--- config.mk ---
export PLATFORM = sky130hd
export DESIGN_NAME = irq_ctrl
export DESIGN_NICKNAME = d
export VERILOG_FILES = /design/src/rtl/irq_ctrl.sv
export SDC_FILE = /design/constraint.sdc
export NUM_CORES = 1
export LEC_CHECK = 0
export BUFFER_PORTS_ARGS = -buffer_cell sky130_fd_sc_hd__buf_2
export CAP_MARGIN = 20
export CORE_ASPECT_RATIO = 2
export CORE_MARGIN = 3
export CORE_UTILIZATION = 30
export DETAILED_ROUTE_END_ITERATION = 8
export HOLD_SLACK_MARGIN = 0.05
export PLACE_DENSITY = 0.51
export SYNTH_ARGS = -nofsm -noshare
export SYNTH_HDL_FRONTEND = slang
export SYNTH_SLANG_ARGS = --single-unit
--- constraint.sdc ---
create_clock -name clk -period 1.8 [get_ports clk]
set_input_delay 0.09 -clock clk [delete_from_list [all_inputs] [get_ports clk]]
set_output_delay 0.09 -clock clk [all_outputs]
set_load 0.01 [all_outputs]
--- src/rtl/irq_ctrl.sv ---
// Memory-mapped interrupt controller. It collects NUM_SRC external sources
// into the single registered interrupt request for the core. Each source has
// its own mask, edge/level mode and polarity. A claim register reports the
// lowest-index pending, enabled source.
module irq_ctrl #(
  parameter int NUM_SRC = 8
) (
  input  logic               clk,
  input  logic               rst_n,
  input  logic [NUM_SRC-1:0] irq_src,
  input  logic               bus_sel,
  input  logic               bus_ren,
  input  logic               bus_wen,
  input  logic [4:0]         bus_addr,
  input  logic [31:0]        bus_wdata,
  output logic [31:0]        bus_rdata,
  output logic               irq_out
);

  localparam logic [2:0] REG_PEND  = 3'd0;
  localparam logic [2:0] REG_MASK  = 3'd1;
  localparam logic [2:0] REG_MODE  = 3'd2;
  localparam logic [2:0] REG_POL   = 3'd3;
  localparam logic [2:0] REG_CLAIM = 3'd4;
  localparam logic [2:0] REG_RAW   = 3'd5;

  // Returns {valid, id}: the id of the lowest-index set request bit.
  function automatic logic [5:0] find_claim(input logic [NUM_SRC-1:0] req);
    logic [5:0] r;
    r = '0;
    for (int i = NUM_SRC - 1; i >= 0; i--) begin
      if (req[i]) r = {1'b1, 5'(i)};
    end
    return r;
  endfunction

  logic [NUM_SRC-1:0] sync_p0, sync_p1, sync_p2;
  logic [NUM_SRC-1:0] pend, mask, mode, pol;
  logic [NUM_SRC-1:0] act, edge_det, clr, pend_next;
  logic [NUM_SRC-1:0] wr_bits;
  logic [5:0]         claim;
  logic               claim_vld;
  logic [4:0]         claim_id;
  logic               wr_acc, rd_acc, claim_rd;
  logic [2:0]         word;
  logic [31:0]        rd_mux;
  logic [31:0]        rdata_q;
  logic               irq_q;
  logic               unused_bits;

  assign wr_acc    = bus_sel & bus_wen;
  assign rd_acc    = bus_sel & bus_ren & ~bus_wen;
  assign word      = bus_addr[4:2];
  assign wr_bits   = bus_wdata[NUM_SRC-1:0];
  assign claim_rd  = rd_acc && (word == REG_CLAIM);

  // The byte lane bits and the data bits above the source count carry nothing.
  assign unused_bits = &{1'b0, bus_addr[1:0], bus_wdata[31:NUM_SRC]};

  // Two synchronizer flops, then a history flop for edge detection.
  always_ff @(posedge clk or negedge rst_n) begin
    if (!rst_n) begin
      sync_p0 <= '0;
      sync_p1 <= '0;
      sync_p2 <= '0;
    end else begin
      sync_p0 <= irq_src;
      sync_p1 <= sync_p0;
      sync_p2 <= sync_p1;
    end
  end

  // ---- stage boundary: synchronized sources -> detection / pending ----
  // Polarity is applied to both the current sample and the history sample. A
  // change of polarity can therefore report one spurious edge.
  assign act       = sync_p1 ^ pol;
  assign edge_det  = act & ~(sync_p2 ^ pol);
  assign claim     = find_claim(pend & mask);
  assign claim_vld = claim[5];
  assign claim_id  = claim[4:0];

  // Clear requests for edge-mode bits, from a W1C write or an accepted claim.
  always_comb begin
    clr = '0;
    if (wr_acc && (word == REG_PEND)) clr = wr_bits;
    for (int i = 0; i < NUM_SRC; i++) begin
      if (claim_rd && claim_vld && (claim_id == 5'(i))) clr[i] = 1'b1;
    end
  end

  // Edge bits: a set beats a clear in the same cycle. Level bits track the source.
  assign pend_next = (mode & (edge_det | (pend & ~clr))) | (~mode & act);

  // Pending state plus the software-visible configuration registers.
  always_ff @(posedge clk or negedge rst_n) begin
    if (!rst_n) begin
      pend <= '0;
      mask <= '0;
      mode <= '0;
      pol  <= '0;
    end else begin
      pend <= pend_next;
      if (wr_acc) begin
        case (word)
          REG_MASK: mask <= wr_bits;
          REG_MODE: mode <= wr_bits;
          REG_POL:  pol  <= wr_bits;
          default:  ;
        endcase
      end
    end
  end

  // Read data comes from the state before this edge's updates.
  always_comb begin
    rd_mux = '0;
    case (word)
      REG_PEND:  rd_mux = 32'(pend);
      REG_MASK:  rd_mux = 32'(mask);
      REG_MODE:  rd_mux = 32'(mode);
      REG_POL:   rd_mux = 32'(pol);
      REG_CLAIM: rd_mux = {claim_vld, 26'b0, claim_id};
      REG_RAW:   rd_mux = 32'(sync_p1);
      default:   rd_mux = '0;
    endcase
  end

  // ---- stage boundary: registered bus read data and interrupt request ----
  // Read data holds between accepted reads. This gives the same one-cycle
  // latency as the synchronous data RAM.
  always_ff @(posedge clk or negedge rst_n) begin
    if (!rst_n) begin
      rdata_q <= '0;
      irq_q   <= 1'b0;
    end else begin
      if (rd_acc) rdata_q <= rd_mux;
      irq_q <= |(pend & mask);
    end
  end

  assign bus_rdata = rdata_q;
  assign irq_out   = irq_q;

endmodule

==> flow_metrics.py <==
metrics = {
    "grt": {
        "first_global_vias": 2466,
        "antenna_found_initial": 1,
        "track_usage_pct": 14.9,
        "grt_max_degree": 67,
        "grt_pass1_wl_um": 13600,
        "gr-total-overflow": 0,
    },
    "setup_path": {
        "timing.rr.start": "pend[3]$_DFF_PN0_",
        "path_class": "reg -> reg",
        "crit_fanout": 4,
        "r2r_slack_ns": 0.21,
        "worstPathRequired_ns": 2.00,
        "r2r_cells": 4,
        "crit_arrival_ns": 1.79,
        "cp-start-kind": "flop",
        "rr_endpoint": "pend[6]$_DFF_PN0_",
        "worstSetupEndpointType": "flop",
    },
    "floorplanning": {
        "coreArea_sq_um": 10500,
        "initial_core_util_pct": 30.8,
        "io_pins": 83,
        "placement_rows": 53,
        "die_h_um": 153,
        "fp.dieW_um": 79.6,
        "die_area_sq_um": 12200,
    },
    "power": {
        "power_leakage_nw": 1.82,
        "finalPower_mw": 4.71,
        "vdd_drop_max_mv": 0.445,
        "p_per_area_nw_per_um2": 1150,
    },
    "clock_tree": {
        "cts_inserted_buffers": 9,
        "postCtsSetupBuffers": 0,
        "clock-sinks": 66,
        "clkTransAtPathRegs_ns": 0.05,
        "htree_levels": 3,
        "clockBufferDepth": 2,
        "clock_latency_ns": 0.33,
        "cts_root_buf": "clkbuf_16",
        "tritoncts": "yes",
    },
    "logic_synthesis": {
        "yosysTopAreaCell": "dfrtp_1",
        "async_reset_ff_share_pct": 100,
        "synth_edf_count": 0,
        "synth_flop_cell": "dfrtp_1",
        "synth_top_area_share_pct": 50.8,
        "synth_commonest_cells": "dfrtp_1 (66), buf_4 (23), nand2_1 (20)",
        "syn_area_sq_um": 3250,
        "syn-instance-count": 277,
        "synth_most_common_cell": "dfrtp_1",
        "syn_area_per_cell_sq_um": 11.7,
        "yosys-top-cells-area": "dfrtp_1 (51%), buf_4 (5.3%), mux2_1 (5.2%), mux2_4 (3.7%), a21oi_1 (2.5%)",
        "seq_area_frac_synth_pct": 50.8,
        "yosysUniqueCellTypes": 52,
        "yosys_warnings": 0,
        "synth-seq-cells": 66,
    },
    "sta": {
        "tns_ns": 0,
        "rsz0062_at_grt": "no",
        "setup_viol": 0,
        "period_minus_slack_ns": 1.59,
        "setup_slack_ns": 0.210,
        "fin_worst_skew_ns": 0.00354,
        "maxSlewViolCount": 0,
        "fmax_ghz": 0.629,
        "finalHoldViolations": 0,
        "finalCritPeriodShare_pct": 88.3,
    },
    "hold_path": {
        "min-delay-start": "bus_addr[4]",
        "hold_end": "bus_rdata[0]$_DFFE_PN0P_",
        "hold_class": "in -> reg",
        "holdPathStages": 4,
    },
    "finish": {
        "fin_nets": 401,
        "post-route-cell-area_sq_um": 4090,
        "diodes": 0,
        "drive_above_1_share_pct": 27.2,
        "syn2layout_area_growth_pct": 26.0,
        "finish.utilization_pct": 38.8,
    },
    "run": {
        "maxCapViolCount": 0,
    },
    "placed_design": {
        "dp_hpwl_um": 6210,
        "io_buffers": 33,
        "dp_slack_ns": 0.119,
        "place_area_sq_um": 3630,
        "place.gp.congestion": 0.801,
    },
    "detailed_routing": {
        "drtIter0Drc": 144,
        "totalWireLength_um": 8270,
        "vias": 2384,
        "via_per_inst": 4.84,
        "drc": 0,
        "dr.pass1.iters": 4,
        "ant_nets": 0,
        "wl_per_cell_um": 16.8,
    },
    "outcome": {
        "status": "complete, no violations",
    },
}
registers in the layout, indices dropped and copies added (netlist names):
signal     flops
mode           8
sync_p0        8
mask           8
pol            8
sync_p1        8
sync_p2        8
bus_rdata      9
pend           8
irq_out        1
worst max-delay path by stage:
stage | start | end | slack [ns] | cells after the start
2_1_floorplan | pend[2]$_DFF_PN0_ | pend[7]$_DFF_PN0_ | 0.33 | 4
5_1_grt | pend[2]$_DFF_PN0_ | pend[6]$_DFF_PN0_ | 0.12 | 4
3_5_place_dp | pend[3]$_DFF_PN0_ | pend[7]$_DFF_PN0_ | 0.12 | 4
3_3_place_gp | pend[2]$_DFF_PN0_ | pend[7]$_DFF_PN0_ | 0.12 | 4
4_1_cts | pend[2]$_DFF_PN0_ | pend[7]$_DFF_PN0_ | 0.10 | 4
6_report | pend[3]$_DFF_PN0_ | pend[6]$_DFF_PN0_ | 0.21 | 4
cells in the final DEF (no fill, tap or decap), types with 3 or more instances in the layout:
cell	count
nand3_1	8
nor2_1	5
o21ai_1	4
o2bb2ai_1	4
and2_1	5
a31oi_1	4
buf_4	21
a22oi_1	6
nand2_1	20
a21oi_1	16
nand3b_1	3
dfrtp_1	66
conb_1	23
clkbuf_16	9
mux2i_1	5
nand2b_1	5
mux2_2	7
o21ai_0	11
clkbuf_8	3
buf_2	33
mux2_4	8
mux2_1	15
inv_1	5
dlygate4sd3_1	17
nor2b_1	5
a22o_1	5
critical path, stage by stage (launching register included):
cell       delay [ns]
dfrtp_1          0.41
and2_1           0.22
a311o_1          0.30
a2111oi_0        0.42
o21bai_1         0.11
routing by layer:
layer,routed length (um),up-vias,track usage (%)
met3,276,8,3.18
met4,168,0,5.90
met1,2880,1198,15.5
met2,4940,53,28.1
met5,0,-,0
li1,-,1125,-
area by class of cell:
cell class	instances	area, sq um
inverter	5	18.8
timing repair buffer	73	533
tap	137	171
clock inverter	4	25.0
clock buffer	12	267
fill	1044	6450
sequential	66	1650
multi-input combinational	196	1430
power by group:
group          leakage (nW)  total, mW  switching, mW  internal, mW
logic                 0.888       1.05          0.510         0.542
clock network         0.141       1.67          0.633          1.04
registers             0.792       1.99          0.243          1.74
total                  1.82       4.71           1.39          3.32
logic make-up (layout without fill, tap and decap cells):
kind of cell / count (synthesis) / count (layout) / synth area share (%)
AOI/OAI and AO/OA: 73 / 73 / 15.6
buffers and inverters: 37 / 94 / 7.97
DFF: 66 / 66 / 50.8
muxes: 37 / 37 / 14.2
other: 1 / 23 / 0.115
and+or+nand+nor: 63 / 63 / 11.2
metrics by stage:
stage	hold slack [ns]	cells
floorplan	-0.206	299
global placement	0.133	460
detailed placement	0.138	460
CTS	0.203	493
global route	0.230	493
finish	0.210	493
what timing repair did:
item / in CTS / in global routing
endpoints found under the hold margin: 96 / 0
resized for setup: 0 / 1
setup endpoints to repair: 0 / 1
hold buffers: 17 / 0
Power figures use the tool's default switching activity.
